`config.mk`:
```
export PLATFORM = sky130hd
export DESIGN_NAME = lsu_align_unit
export DESIGN_NICKNAME = d
export VERILOG_FILES = /design/src/rtl/lsu_pkg.sv /design/src/rtl/lsu_extend.sv /design/src/rtl/lsu_align_unit.sv
export SDC_FILE = /design/constraint.sdc
export NUM_CORES = 1
export LEC_CHECK = 0
export CAP_MARGIN = 20
export CORE_AREA = 2 2 160 162
export DETAILED_ROUTE_END_ITERATION = 12
export DIE_AREA = 0 0 162 164
export DONT_BUFFER_PORTS = 1
export SKIP_CTS_REPAIR_TIMING = 1
export SLEW_MARGIN = 25
export SYNTH_ARGS = -nofsm -noshare
export SYNTH_HDL_FRONTEND = slang
export SYNTH_HIERARCHICAL = 1
export SYNTH_SLANG_ARGS = --single-unit
```
`constraint.sdc`:
```
create_clock -name clk -period 3.3 [get_ports clk]
set_clock_uncertainty 0.1 [all_clocks]
set_input_delay 0.66 -clock clk [delete_from_list [all_inputs] [get_ports clk]]
set_output_delay 0.66 -clock clk [all_outputs]
set_load 0.02 [all_outputs]
```
`src/rtl/lsu_pkg.sv`:
```
// Shared types for the load/store alignment engine: funct3 encodings,
// access size, FSM state, and the size-to-byte-count helper.
package lsu_pkg;

    localparam logic [2:0] LB  = 3'b000;
    localparam logic [2:0] LH  = 3'b001;
    localparam logic [2:0] LW  = 3'b010;
    localparam logic [2:0] LD  = 3'b011;
    localparam logic [2:0] LBU = 3'b100;
    localparam logic [2:0] LHU = 3'b101;
    localparam logic [2:0] LWU = 3'b110;
    localparam logic [2:0] SB  = 3'b000;
    localparam logic [2:0] SH  = 3'b001;
    localparam logic [2:0] SW  = 3'b010;
    localparam logic [2:0] SD  = 3'b011;

    typedef enum logic [1:0] {SZ_B, SZ_H, SZ_W, SZ_D} size_t;

    typedef enum logic [2:0] {IDLE, ACC0, ACC1, RESP, FAULT_RESP} state_t;

    function automatic logic [3:0] size_bytes(input size_t s);
        case (s)
            SZ_B:    return 4'd1;
            SZ_H:    return 4'd2;
            SZ_W:    return 4'd4;
            default: return 4'd8;
        endcase
    endfunction

endpackage

```
`src/rtl/lsu_extend.sv`:
```
// Extracts a load value from a two-word read buffer at a byte offset and
// sign- or zero-extends it to XLEN. Purely combinational.
module lsu_extend
    import lsu_pkg::*;
#(
    parameter int XLEN = 32,
    localparam int OB  = $clog2(XLEN / 8)
) (
    input  logic [2*XLEN-1:0] data_buf,
    input  logic [OB-1:0]     off,
    input  size_t             size,
    input  logic              uns,
    output logic [XLEN-1:0]   result
);

    logic [XLEN-1:0] low;
    logic [XLEN-1:0] mask;
    logic            sign;

    always_comb begin
        low  = XLEN'(data_buf >> {off, 3'b000});
        mask = '1;
        sign = low[XLEN-1];
        case (size)
            SZ_B: begin mask = XLEN'(8'hFF);         sign = low[7];  end
            SZ_H: begin mask = XLEN'(16'hFFFF);      sign = low[15]; end
            SZ_W: begin mask = XLEN'(32'hFFFF_FFFF); sign = low[31]; end
            default: begin mask = '1; sign = low[XLEN-1]; end
        endcase
        result = (low & mask) | ((sign && !uns) ? ~mask : '0);
    end

endmodule

```
`src/rtl/lsu_align_unit.sv`:
```
// Load/store alignment engine: byte enables, lane shifting, load extension,
// and optional two-transaction splitting of word-crossing accesses.
module lsu_align_unit
    import lsu_pkg::*;
#(
    parameter int XLEN             = 32,
    parameter bit SPLIT_MISALIGNED = 1'b1,
    localparam int NB  = XLEN / 8,
    localparam int OB  = $clog2(NB),
    localparam int NB2 = 2 * NB
) (
    input  logic            clk,
    input  logic            reset,
    input  logic            req_valid,
    output logic            req_ready,
    input  logic            req_store,
    input  logic [2:0]      req_funct3,
    input  logic [XLEN-1:0] req_addr,
    input  logic [XLEN-1:0] req_wdata,
    output logic            mem_valid,
    input  logic            mem_ready,
    output logic            mem_we,
    output logic [XLEN-1:0] mem_addr,
    output logic [XLEN-1:0] mem_wdata,
    output logic [NB-1:0]   mem_be,
    input  logic [XLEN-1:0] mem_rdata,
    output logic            resp_valid,
    output logic [XLEN-1:0] resp_rdata,
    output logic            resp_fault
);

    state_t             state;
    logic [OB-1:0]      off_q;
    size_t              size_q;
    logic               uns_q;
    logic               store_q;
    logic               cross_q;
    logic [NB-1:0]      be_hi_q;
    logic [XLEN-1:0]    wdata_hi_q;
    logic [2*XLEN-1:0]  buf_q;

    size_t              req_size;
    logic [OB-1:0]      req_off;
    logic [3:0]         req_bytes;
    logic               req_cross;
    logic               req_illegal;
    logic [NB2-1:0]     mask_wide;
    logic [2*XLEN-1:0]  wdata_wide;
    logic [2*XLEN-1:0]  buf_next;
    logic [XLEN-1:0]    ext_result;

    always_comb begin
        req_size    = size_t'(req_funct3[1:0]);
        req_off     = req_addr[OB-1:0];
        req_bytes   = size_bytes(req_size);
        req_cross   = (5'(req_off) + 5'(req_bytes)) > 5'(NB);
        req_illegal = (req_funct3 == 3'b111)
                    || ((XLEN == 32) && (req_funct3[1:0] == 2'b11))
                    || ((XLEN == 32) && (req_funct3 == LWU))
                    || (req_store && req_funct3[2]);
        // The upper halves of these wide shifts are exactly the second-beat lanes.
        mask_wide   = NB2'((16'd1 << req_bytes) - 16'd1) << req_off;
        wdata_wide  = {{XLEN{1'b0}}, req_wdata} << {req_off, 3'b000};
        buf_next    = (state == ACC1) ? {mem_rdata, buf_q[XLEN-1:0]}
                                      : {buf_q[2*XLEN-1:XLEN], mem_rdata};
    end

    // Extension works on the buffer as it will look after this beat, so the
    // response can be registered on the same edge as the final bus beat.
    lsu_extend #(.XLEN(XLEN)) u_extend (
        .data_buf (buf_next),
        .off      (off_q),
        .size     (size_q),
        .uns      (uns_q),
        .result   (ext_result)
    );

    always_ff @(posedge clk) begin
        if (reset) begin
            state      <= IDLE;
            req_ready  <= 1'b1;
            mem_valid  <= 1'b0;
            mem_we     <= 1'b0;
            mem_addr   <= '0;
            mem_wdata  <= '0;
            mem_be     <= '0;
            resp_valid <= 1'b0;
            resp_rdata <= '0;
            resp_fault <= 1'b0;
            off_q      <= '0;
            size_q     <= SZ_B;
            uns_q      <= 1'b0;
            store_q    <= 1'b0;
            cross_q    <= 1'b0;
            be_hi_q    <= '0;
            wdata_hi_q <= '0;
            buf_q      <= '0;
        end else begin
            case (state)
                IDLE: if (req_valid) begin
                    req_ready  <= 1'b0;
                    off_q      <= req_off;
                    size_q     <= req_size;
                    uns_q      <= req_funct3[2];
                    store_q    <= req_store;
                    cross_q    <= req_cross;
                    be_hi_q    <= mask_wide[NB2-1:NB];
                    wdata_hi_q <= wdata_wide[2*XLEN-1:XLEN];
                    if (req_illegal || (req_cross && !SPLIT_MISALIGNED)) begin
                        state      <= FAULT_RESP;
                        resp_valid <= 1'b1;
                        resp_fault <= 1'b1;
                        resp_rdata <= '0;
                    end else begin
                        state     <= ACC0;
                        mem_valid <= 1'b1;
                        mem_we    <= req_store;
                        mem_addr  <= {req_addr[XLEN-1:OB], {OB{1'b0}}};
                        mem_be    <= mask_wide[NB-1:0];
                        mem_wdata <= wdata_wide[XLEN-1:0];
                    end
                end
                ACC0: if (mem_ready) begin
                    buf_q[XLEN-1:0] <= mem_rdata;
                    if (cross_q) begin
                        state     <= ACC1;
                        mem_addr  <= mem_addr + XLEN'(NB);
                        mem_be    <= be_hi_q;
                        mem_wdata <= wdata_hi_q;
                    end else begin
                        state      <= RESP;
                        mem_valid  <= 1'b0;
                        mem_we     <= 1'b0;
                        mem_be     <= '0;
                        mem_wdata  <= '0;
                        resp_valid <= 1'b1;
                        resp_rdata <= store_q ? '0 : ext_result;
                    end
                end
                ACC1: if (mem_ready) begin
                    buf_q[2*XLEN-1:XLEN] <= mem_rdata;
                    state      <= RESP;
                    mem_valid  <= 1'b0;
                    mem_we     <= 1'b0;
                    mem_be     <= '0;
                    mem_wdata  <= '0;
                    resp_valid <= 1'b1;
                    resp_rdata <= store_q ? '0 : ext_result;
                end
                RESP, FAULT_RESP: begin
                    state      <= IDLE;
                    req_ready  <= 1'b1;
                    resp_valid <= 1'b0;
                    resp_fault <= 1'b0;
                    resp_rdata <= '0;
                end
                default: begin
                    state     <= IDLE;
                    req_ready <= 1'b1;
                end
            endcase
        end
    end

endmodule

```
-- Yosys cells after proc, flatten, opt, wreduce, memory -nomap -nowiden
Cells that the tools add are included.
- bitwise logic cells: 4
- magnitude comparators: 1
- equality and inequality tests: 17
- multiply operators: 0
- mux-type cells: 53
- $add $sub $neg: 3
- reductions and logical operators: 25
- shift operators: 4
- div/mod/pow operators: 0
- operators with widths (kind ; number):
    $mux 32 ; 16
    $pmux 32 s2 ; 2
    $pmux 32 s4 ; 1
    $pmux 32 s3 ; 1
    $mux 64 ; 1
    $shl 32x5->64 ; 1
    $shr 64x5->32 ; 1
    $add 32x3->32 const B ; 1
    $and 32x32->32 ; 1
    $not 32->32 ; 1
    $or 32x32->32 ; 1
    $pmux 4 s3 ; 2
    $mux 4 ; 5
    $mux 1 ; 14
    $ne 2x2->1 const B ; 7
    $mux 3 ; 4
    $reduce_and 6->1 ; 2
    $reduce_and 5->1 ; 2
    $eq 3x3->1 const B ; 3
    $pmux 3 s3 ; 1
    $reduce_and 2->1 ; 4
    $shl 1x4->8 const A ; 1
    $shl 8x2->8 ; 1
    $sub 8x1->8 const B ; 1
    other kinds (20) ; 33
- memory bits (writable): 0
- logic and storage cells: 126
- output and inout bits: 105
- latch bits: 0
- memories kept: 0
- register bits: 215
- memory bits (read-only): 0

-- Longest topological paths before layout
Gate-level depths: netlist of the first run.
- word-level depth: 11
- depth in mapped cells: 13
- gate-level depth less buffers: 9

-- By module
Netlist of the first run, hierarchy kept.
- modules (own cells, without submodules) (module ; seq. area each (um^2) ; instances ; area each (um^2) ; cells each):
    lsu_align_unit ; 4103.9 ; 1 ; 9883.2 ; 1237
    lsu_extend ; 0.0 ; 1 ; 1103.6 ; 101

-- Least setup slack after synthesis of the first run
No wires, ideal clock.
- path kind: register to register
- start point: reg state[1]
- end point: reg resp_rdata[22]
- period minus slack after synthesis: 3.007 ns
- stages on the path, launching flop included: 14
- required time: 3.079 ns
- data arrival time: 2.786 ns
- slack: 0.293 ns
- cells stage by stage: dfxtp_1 -> buf_2 -> buf_2 -> nand2b_1 -> nor2_1 -> clkbuf_1 -> buf_2 -> mux2_2 -> mux4_2 -> mux2i_4 -> buf_6 -> o21ai_1 -> nand2_1 -> mux2i_1
- longest elaborated chain between the ends: 11
- elaborated cells on any way between the ends: 25
- those cells by class: eq/ne: 9; shift: 1; mux: 8; bitwise: 2; reduce/logical: 5
- RTL lines (element ; RTL line ; text):
    start: declaration ; lsu_align_unit.sv:32 ; state_t state;
    start signal: assignment ; lsu_align_unit.sv:80 ; state <= IDLE;
    start signal: assignment ; lsu_align_unit.sv:110 ; state <= FAULT_RESP;
    start signal: assignment ; lsu_align_unit.sv:115 ; state <= ACC0;
    $eq 3x2->1 (*) ; lsu_align_unit.sv:64 ; buf_next = (state == ACC1) ? {mem_rdata, buf_q[XLEN-1:0]}
    $mux 64 (*) ; lsu_align_unit.sv:64 ;
    named net buf_next[31] ; lsu_align_unit.sv:49 ; logic [2*XLEN-1:0] buf_next;
    $shr 64x5->32 (*) ; lsu_extend.sv:21 ; low = XLEN'(data_buf >> {off, 3'b000});
    $pmux 1 s2 (*) ; lsu_extend.sv:24 ; case (size)
    $logic_and 1x1->1 (*) ; lsu_extend.sv:30 ; result = (low & mask) | ((sign && !uns) ? ~mask : '0);
    $mux 32 (*) ; lsu_extend.sv:30 ;
    $or 32x32->32 (*) ; lsu_extend.sv:30 ;
    named net ext_result[22] ; lsu_align_unit.sv:50 ; logic [XLEN-1:0] ext_result;
    $mux 32 (*) ; lsu_align_unit.sv:137, lsu_align_unit.sv:148 ;
    $mux 32 ; lsu_align_unit.sv:125 ; if (cross_q) begin
    $mux 32 ; lsu_align_unit.sv:123 ; ACC0: if (mem_ready) begin
    $pmux 32 s4 (*) ; lsu_align_unit.sv:99 ; case (state)
    end signal: assignment ; lsu_align_unit.sv:137 ; resp_rdata <= store_q ? '0 : ext_result;
    end signal: assignment ; lsu_align_unit.sv:148 ; resp_rdata <= store_q ? '0 : ext_result;
    end: declaration ; lsu_align_unit.sv:28 ; output logic [XLEN-1:0] resp_rdata,
Mark *: on every way through the listed nets, which the timed path passes. The rest lies on a longest branch. The select of a mux whose other input is x is not followed.
A chain may end at the register's enable or synchronous reset.

-- Worst setup path after layout of the first run
- start point: reg state[0]
- end point: reg resp_rdata[19]
- elaborated cells on any way between the ends: 25
- those cells by class: eq/ne: 9; shift: 1; mux: 8; bitwise: 2; reduce/logical: 5
- RTL lines (element ; RTL line):
    $eq 3x2->1 (*) ; lsu_align_unit.sv:64
    $mux 64 (*) ; lsu_align_unit.sv:64
    named net buf_next[35] ; lsu_align_unit.sv:49
    $shr 64x5->32 (*) ; lsu_extend.sv:21
    $and 32x32->32 (*) ; lsu_extend.sv:30
    $or 32x32->32 (*) ; lsu_extend.sv:30
    named net ext_result[19] ; lsu_align_unit.sv:50
    $mux 32 (*) ; lsu_align_unit.sv:137, lsu_align_unit.sv:148
    $mux 32 ; lsu_align_unit.sv:125
    $mux 32 ; lsu_align_unit.sv:123
    $pmux 32 s4 (*) ; lsu_align_unit.sv:99
Marks and branches as above.

==> run metrics, run 1 <==
category of the critical setup timing path reg2reg; Pleak 3.96 nW; Worst Hold Class in2reg; maximum frequency from static timing analysis approximately 370 MHz; Overall Global Routing Usage 0.233; number of buffers inserted by port buffering 0; crit path time final 2.72 ns; DRC violations left 0; count of inserted antenna diode cells 0; clock tree from TritonCTS yes; average instance area after synthesis ~8 um^2; Reg-to-Reg End resp_rdata[19]; Critical Path Source Type flip-flop; worst reg2reg path startpoint state[0]; capturing element type of the critical path flip-flop; post-synthesis cell area about 0.011 mm^2; unrepaired setup endpoints after global routing false; maximum number of pins on one net before global-route repair roughly 170; detailed router's first-iteration violation count roughly 810; NumNets Final 1334; Worst Path Required approximately 3.5 ns; CTS clock-pin slew for the worst setup and hold paths roughly 0.090 ns; number of maximum-capacitance violations 0; grt ovf 0; total number of yosys warnings 6; proportion of layout cells with a drive suffix above 1 0.140; slew of the pin with the lowest slew margin between 1 and 1.5 ns; First-pass DRT Iterations 5; worst-path fanout max 39; worst-case setup margin in the final layout about 0.58 ns; result of the run finished, final reports clean; final non-filler cell total around 1.6k; via count of the first global-routing pass 8431; clock buffer count from CTS 17; number of sinks driven by the clock tree between 150 and 200; half-perimeter wire length after placement 21.3 mm; Cells after Synth between 1k and 1.5k; RD Place Congestion 0.867; Slew Viols, Final 0; Finish-stage setup viols 0; H-tree level count 4; hold violation count in the final report 0; cell chosen for the clock root clkbuf_16; initial standard-cell utilization of the core 0.429; boundary pin count between 200 and 250; wire length of the first global-routing pass slightly below 50 mm; CP Capture Point resp_rdata[19]; worst endpoint data arrival time just under 3 ns; Cells on Worst Hold Path 1; dpl ws slightly above 0.6 ns; Final Routed Wirelength about 32 mm; Chip Height about 160 um; number of instances in the placed design 1537; Die Wd roughly 160 um; worst vdd ir approximately 0.00029 V; synthesis-to-finish area growth 7.13%; cell area power density between 500 and 600 mW/mm^2; standard-cell row count 58; count of antenna-violating nets left after detailed routing 0; number of antenna violations at the first check in global routing 0; launch point of the critical path state[0]; deepest clock path buffer count 2; Core Box Area between 0.02 and 0.025 mm^2; headroom to the max-slew limit 0.308; reg2reg setup slack 0.58 ns; logic depth of the worst register-to-register path 9; Worst-Skew Late Latency 0.43 ns; Final period util 0.823; Routed WL per cell ~20 um; Setup Total Neg Slack 0 ns; vias after detailed routing between 9k and 10k; routed via count divided by cell count between 5 and 6; hold_ws approximately 0.19 ns; area enclosed by the die boundary around 0.027 mm^2
-- cell usage in the layout, fill, tap and decap left out, types with 5 or more instances in the layout --
cell	instances
or3_1	6
a21oi_1	139
buf_4	25
nand2b_1	8
a31oi_1	5
inv_1	16
nand4_1	8
nand3_1	35
inv_8	6
nor3_1	37
mux2i_1	48
and3_1	5
mux2_2	64
nand2_1	309
nor4_1	6
a221oi_1	16
o32ai_1	6
dfxtp_1	196
o21ai_1	18
a211oi_1	25
mux4_2	34
o21ai_0	38
a21o_1	5
o2111ai_1	8
clkbuf_16	17
nor2_1	77
-- cell type report --
cell class / count / area (um^2)
fill: 2457 / 13400
multi-input combinational: 968 / 6150
sequential: 197 / 3950
clock buffer: 17 / 425
tap: 330 / 413
timing repair buffer: 26 / 208
clock inverter: 15 / 191
inverter: 16 / 60.1
-- registers in the layout (all words and copies together), names as in the netlist, 2 cells and up --
signal and cells:
be_hi_q 4, mem_addr 30, size_q 2, wdata_hi_q 24, mem_be 4, mem_wdata 32, off_q 2, buf_q 56
state 3, resp_rdata 32
-- how the worst min path moves through the flow --
stage | startpoint | endpoint | slack [ns]
floorplan | be_hi_q[2] | be_hi_q[2] | 0.33
global placement | be_hi_q[2] | be_hi_q[2] | 0.33
detailed placement | buf_q[28] | buf_q[28] | 0.34
CTS | reset | mem_addr[5] | 0.18
global route | reset | mem_addr[2] | 0.17
finish | reset | mem_addr[19] | 0.19
-- critical path, cell delays in order, from the launching register on --
cell and delay, ns:
dfxtp_1 0.31, nand2b_1 0.19, nor2_4 0.25, buf_4 0.48, mux2_2 0.42, mux4_2 0.48
nand2_1 0.11, o21ai_0 0.10, nand2_1 0.08, mux2i_1 0.06
-- power by group --
group	leakage, nW	switching, W	internal, W
Sequential	1.60	0.000351	0.00256
Clock	0.301	0.00113	0.00105
Combinational	2.05	0.000713	0.000515
-- routing by layer --
layer  routed length [um]  share of wire  global-route usage
met2                13700           0.43               0.347
met3                 2910          0.092              0.0712
met4                  509          0.016              0.0571
met1                14500           0.46               0.329
met5                    0              0                   0
-- stage by stage --
stage / power [W] / instance area [um^2] / utilization
2_1_floorplan: 0.00392 / 10600 / -
3_3_place_gp: 0.00417 / 10800 / 0.434
3_5_place_dp: 0.00419 / 10800 / 0.434
4_1_cts: 0.00637 / 11400 / 0.459
5_1_grt: 0.00663 / 11400 / 0.459
6_report: 0.00633 / 11400 / 0.459
Power figures use the tool's default switching activity.
==> inputs of run 2 (changes only) <==
- clock period: 3.3 -> 2.4 ns (I/O delays scaled with it)
==> run metrics, run 2 (synthesis gave the netlist of run 1 again) <==
Reg-to-Reg End resp_rdata[19] (unchanged); destination of the worst hold path mem_addr[26] (was mem_addr[19]); maximum frequency from static timing analysis 405 MHz (was 368 MHz); flip-flop count of the largest register after layout 56 (unchanged); Worst-Skew Late Latency 0.43 ns (about the same); Overall Global Routing Usage 0.231 (was 0.233); Die Wd 162 um (unchanged); capturing element type of the critical path flip-flop (unchanged); Cells on Worst Hold Path 1 (unchanged); via count of the first global-routing pass 8644 (was 8431); Chip Height 164 um (unchanged); worst reg2reg path startpoint state[0] (unchanged); design internal power 0.00596 W (was 0.00413 W); headroom to the max-slew limit 0.489 (was 0.308); H-tree level count 4 (unchanged); register with the most flip-flops buf_q (unchanged); Slowest-stage cell, CP mux4_2 (was buf_4); category of the critical setup timing path reg2reg (unchanged); Final Routed Wirelength 31.5 mm (was 31.6 mm); CTS clock-pin slew for the worst setup and hold paths 0.08 ns (was 0.09 ns); CP max stage delay 0.51 ns (was 0.48 ns); worst vdd ir 0.000408 V (was 0.000286 V); Slew Viols, Final 0 (unchanged); unrepaired setup endpoints after global routing true (was false); hold violation count in the final report 0 (unchanged); clock buffer count from CTS 17 (unchanged); Pleak 4.33 nW (was 3.96 nW); proportion of layout cells with a drive suffix above 1 0.182 (was 0.140); Setup Total Neg Slack -0.570 ns (was 0 ns); deepest clock path buffer count 2 (unchanged); switching part of the total power 0.334 (was 0.347); final non-filler cell total 1624 (was 1569); wire length of the first global-routing pass 49.2 mm (was 49.3 mm); worst endpoint data arrival time 2.67 ns (was 2.93 ns); DRC violations left 0 (unchanged); half-perimeter wire length after placement 21.5 mm (was 21.3 mm); dpl ws -0.0188 ns (was 0.616 ns); number of antenna violations at the first check in global routing 0 (unchanged); Worst Path Required 2.60 ns (was 3.52 ns); synthesis-to-finish area growth 13.1% (was 7.13%); reg2reg setup slack -0.07 ns (was 0.58 ns); standard-cell row count 58 (unchanged); area enclosed by the die boundary 0.0266 mm^2 (unchanged); Combinational Power Share 0.226 (was 0.194); crit path time final 2.47 ns (was 2.72 ns); Core Box Area 0.0248 mm^2 (unchanged); fill cell instance count of the final layout 2410 (was 2457); initial standard-cell utilization of the core 0.429 (unchanged); cells along the critical path nand2b_4 -> nor2_4 -> buf_12 -> mux2_4 -> mux4_2 -> mux2i_4 -> clkbuf_16 -> o21ai_0 -> nand2_1 -> mux2i_1 (was nand2b_1 -> nor2_4 -> buf_4 -> mux2_2 -> mux4_2 -> nand2_1 -> o21ai_0 -> nand2_1 -> mux2i_1); routed via count divided by cell count 5.78 (was 5.90); RD Place Congestion 0.865 (was 0.867); Worst Hold Class in2reg (unchanged); Final period util 1.03 (was 0.823); result of the run complete, but fails checks (was finished, final reports clean); Routed WL per cell 19.4 um (was 20.1 um); commonest cells after routing, fill and taps aside nand2_1 (308), dfxtp_1 (194), a21oi_1 (139) (was nand2_1 (309), dfxtp_1 (196), a21oi_1 (139)); First-pass DRT Iterations 5 (unchanged); sequential share of power 0.437 (was 0.460); worst-case setup margin in the final layout -0.0696 ns (was 0.583 ns); number of maximum-capacitance violations 0 (unchanged); maximum number of pins on one net before global-route repair 167 (unchanged); Critical Path Source Type flip-flop (unchanged); Finish-stage setup viols 15 (was 0); number of instances in the placed design 1581 (was 1537); logic depth of the worst register-to-register path 10 (was 9); number of buffers inserted by port buffering 0 (unchanged); grt ovf 0 (unchanged); source of the worst hold timing path reset (unchanged); commonest non-fill, non-tap cell in the layout nand2_1 (unchanged); count of antenna-violating nets left after detailed routing 0 (unchanged); detailed router's first-iteration violation count 726 (was 805); number of sinks driven by the clock tree 197 (unchanged); power spent charging and discharging nets 0.00298 W (was 0.00220 W); NumNets Final 1389 (was 1334); power share of the clock group 0.337 (was 0.345); clock tree from TritonCTS yes (unchanged); cell area power density 743 mW/mm^2 (was 555 mW/mm^2); count of inserted antenna diode cells 0 (unchanged); boundary pin count 209 (unchanged); slew of the pin with the lowest slew margin 0.764 ns (was 1.04 ns); cell chosen for the clock root clkbuf_16 (unchanged); vias after detailed routing 9383 (was 9256); violated checks setup timing; worst-path fanout max 8 (was 39); registers with the most flip-flops buf_q: 56 flops, mem_wdata: 32 flops, resp_rdata: 32 flops (unchanged)
run 2: cell types whose count changed in the layout (fill, tap and decap cells not counted), moves of 5 or more:
cell,previous run,this run
mux2_4,0,11
o21ai_0,38,33
buf_12,1,9
mux2_2,64,53
buf_4,25,68
run 2: cell type report:
class / count / area (um^2) / share of cell area
repair buffers: 81 / 778 / 0.0647
inverters: 16 / 60.1 / 0.00499
flip-flops and latches: 197 / 3950 / 0.328
clock buffers: 18 / 439 / 0.0365
multi-input cells: 968 / 6220 / 0.517
well taps: 330 / 413 / 0.0343
clock inverters: 14 / 176 / 0.0147
run 2: critical path, delay by kind of cell (launching register included):
kind | cells | cell delay, ns
compound gates | 1 | 0.07
mux | 4 | 1.16
simple gates | 3 | 0.33
buf+inv | 2 | 0.36
flops | 1 | 0.32
run 2: routing by layer:
| layer | GRT usage | share of wire |
|---|---|---|
| met2 | 0.353 | 0.45 |
| met1 | 0.327 | 0.45 |
| met5 | 0 | 0 |
| met3 | 0.0702 | 0.096 |
| met4 | 0.0422 | 0.0091 |
run 2: per-stage QoR:
| stage | utilization | hold slack (ns) | area (um^2) | total power [W] |
|---|---|---|---|---|
| global route | 0.485 | 0.0250 | 12000 | 0.00936 |
| detailed placement | 0.453 | 0.339 | 11200 | 0.00594 |
| finish | 0.485 | 0.0221 | 12000 | 0.00894 |
| CTS | 0.477 | 0.00722 | 11900 | 0.00895 |
| floorplan | - | 0.330 | 10700 | 0.00542 |
| global placement | 0.453 | 0.335 | 11200 | 0.00592 |
run 2: worst max path at each step:
stage | depth (start not counted) | startpoint | end | slack (ns)
2_1_floorplan | 13 | state[1] | resp_rdata[22] | -0.17
3_3_place_gp | 10 | state[0] | resp_rdata[12] | 0.03
3_5_place_dp | 10 | state[0] | resp_rdata[20] | -0.02
4_1_cts | 10 | state[0] | resp_rdata[20] | -0.02
5_1_grt | 10 | state[0] | resp_rdata[22] | -0.12
6_report | 10 | state[0] | resp_rdata[19] | -0.07
run 2: power groups by stage:
stage               Sequential (W)  Combinational, W  Clock [W]
detailed placement         0.00399           0.00195          0
finish                     0.00391           0.00202    0.00301
global route               0.00394           0.00222    0.00320
CTS                        0.00391           0.00196    0.00307
floorplan                  0.00397           0.00145          0
global placement           0.00398           0.00194          0
==> inputs of run 3 (changes only) <==
- ABC_CLOCK_PERIOD_IN_PS: unset -> 2400
- TNS_END_PERCENT: unset -> 20
==> run metrics, run 3 (synthesis gave the netlist of run 1 again) <==
clock buffer count from CTS 17 (unchanged); commonest cells after routing, fill and taps aside nand2_1 (307), dfxtp_1 (194), a21oi_1 (139) (was nand2_1 (308), dfxtp_1 (194), a21oi_1 (139)); destination of the worst hold path mem_addr[26] (unchanged); total design power 0.00877 W (was 0.00894 W); fill cell instance count of the final layout 2459 (was 2410); Cells on Worst Hold Path 1 (unchanged); result of the run finished, final reports clean (was complete, but fails checks); deepest clock path buffer count 2 (unchanged); headroom to the max-slew limit 0.479 (was 0.489); detailed router's first-iteration violation count 773 (was 726); worst reg2reg path startpoint state[0] (unchanged); Core Box Area 0.0248 mm^2 (unchanged); registers with the most flip-flops buf_q: 56 flops, mem_wdata: 32 flops, resp_rdata: 32 flops (unchanged); Slew Viols, Final 0 (unchanged); count of inserted antenna diode cells 0 (unchanged); H-tree level count 4 (unchanged); unrepaired setup endpoints after global routing true (unchanged); number of instances in the placed design 1578 (was 1581); area enclosed by the die boundary 0.0266 mm^2 (unchanged); crit path time final 2.38 ns (was 2.47 ns); Worst Path Required 2.59 ns (was 2.60 ns); final non-filler cell total 1611 (was 1624); number of maximum-capacitance violations 0 (unchanged); logic depth of the worst register-to-register path 10 (unchanged); fraction of the core area covered by cells at the end of the flow 0.479 (was 0.485); count of antenna-violating nets left after detailed routing 0 (unchanged); Routed WL per cell 19.5 um (was 19.4 um); cell area after layout 0.0119 mm^2 (was 0.0120 mm^2); Finish-stage setup viols 0 (was 15); commonest non-fill, non-tap cell in the layout nand2_1 (unchanged); worst endpoint data arrival time 2.58 ns (was 2.67 ns); placed standard-cell area 0.0112 mm^2 (about the same); Worst-Skew Late Latency 0.44 ns (was 0.43 ns); Overall Global Routing Usage 0.232 (was 0.231); routed via count divided by cell count 5.80 (was 5.78); worst-path fanout max 16 (was 8); proportion of layout cells with a drive suffix above 1 0.175 (was 0.182); boundary pin count 209 (unchanged); RD Place Congestion 0.829 (was 0.865); flip-flop count of the largest register after layout 56 (unchanged); NumNets Final 1376 (was 1389); reg2reg setup slack 0.02 ns (was -0.07 ns); Reg-to-Reg End resp_rdata[24] (was resp_rdata[19]); worst vdd ir 0.000399 V (was 0.000408 V); half-perimeter wire length after placement 21.6 mm (was 21.5 mm); initial standard-cell utilization of the core 0.429 (unchanged); Pleak 4.22 nW (was 4.33 nW); maximum frequency from static timing analysis 420 MHz (was 405 MHz); cell chosen for the clock root clkbuf_16 (unchanged); grt ovf 0 (unchanged); standard-cell row count 58 (unchanged); Chip Height 164 um (unchanged); wire length of the first global-routing pass 49.0 mm (was 49.2 mm); DRC violations left 0 (unchanged); Critical Path Source Type flip-flop (unchanged); Die Wd 162 um (unchanged); source of the worst hold timing path reset (unchanged); number of sinks driven by the clock tree 197 (unchanged); number of antenna violations at the first check in global routing 0 (unchanged); Worst Hold Class in2reg (unchanged); via count of the first global-routing pass 8454 (was 8644); number of buffers inserted by port buffering 0 (unchanged); register with the most flip-flops buf_q (unchanged); capturing element type of the critical path flip-flop (unchanged); Final Routed Wirelength 31.5 mm (about the same); synthesis-to-finish area growth 11.7% (was 13.1%); clock tree from TritonCTS yes (unchanged); category of the critical setup timing path reg2reg (unchanged); First-pass DRT Iterations 6 (was 5); CTS clock-pin slew for the worst setup and hold paths 0.07 ns (was 0.08 ns); slew of the pin with the lowest slew margin 0.780 ns (was 0.764 ns); Final period util 0.993 (was 1.03); cell area power density 739 mW/mm^2 (was 743 mW/mm^2); Setup Total Neg Slack 0 ns (was -0.570 ns); hold violation count in the final report 0 (unchanged); vias after detailed routing 9341 (was 9383); maximum number of pins on one net before global-route repair 167 (unchanged)
==> run 3: cell types whose count changed in the layout (fill, tap and decap cells not counted), moves of 2 or more <==
cell,change
buf_4,-11
mux2_2,+4
mux2_4,-4
clkbuf_16,-2
clkinv_8,+2
inv_8,-2
o21ai_0,+2
o21ai_2,-2
==> run 3: final cells by class <==
type	count	area (um^2)	share of cell area
multi-input combinational	968	6210	0.523
clock buffer	17	425	0.0358
sequential	197	3950	0.332
clock inverter	15	180	0.0152
tap	330	413	0.0348
inverter	16	60.1	0.00506
timing repair buffer	68	643	0.0541
==> run 3: critical path, stage by stage (launching register included) <==
cell	delay [ns]
dfxtp_2	0.32
nand2b_4	0.14
nor2_4	0.12
buf_12	0.16
mux2_4	0.34
mux4_2	0.50
mux2i_4	0.19
buf_12	0.17
o21ai_1	0.06
nand2_1	0.08
mux2i_1	0.07
==> run 3: stage by stage <==
| step | hold WS, ns | setup WS, ns |
|---|---|---|
| floorplan | 0.330 | -0.167 |
| global placement | 0.335 | 0.0455 |
| detailed placement | 0.340 | 0.0226 |
| CTS | -0.00202 | 0.0185 |
| global route | 0.00793 | -0.0677 |
| finish | 0.0409 | 0.0171 |
==> run 3: where the power goes <==
group | internal, W | switching, W
clock | 0.00142 | 0.00149
combinational | 0.000849 | 0.00112
sequential | 0.00352 | 0.000382
==> run 3: worst max-delay path by stage <==
stage,slack [ns],endpoint,from
2_1_floorplan,-0.17,resp_rdata[22],state[1]
3_3_place_gp,0.05,resp_rdata[13],state[0]
3_5_place_dp,0.02,resp_rdata[24],state[0]
4_1_cts,0.02,resp_rdata[24],state[0]
5_1_grt,-0.07,resp_rdata[24],state[0]
6_report,0.02,resp_rdata[24],state[0]
==> run 3: metal layers <==
| layer | part of all wire | wire length, um | GRT usage | vias up |
|---|---|---|---|---|
| met4 | 0.014 | 426 | 0.0507 | 0 |
| met1 | 0.45 | 14100 | 0.334 | 4445 |
| met3 | 0.091 | 2860 | 0.0669 | 26 |
| li1 | - | - | - | 4542 |
| met5 | 0 | 0 | 0 | - |
| met2 | 0.45 | 14100 | 0.346 | 328 |
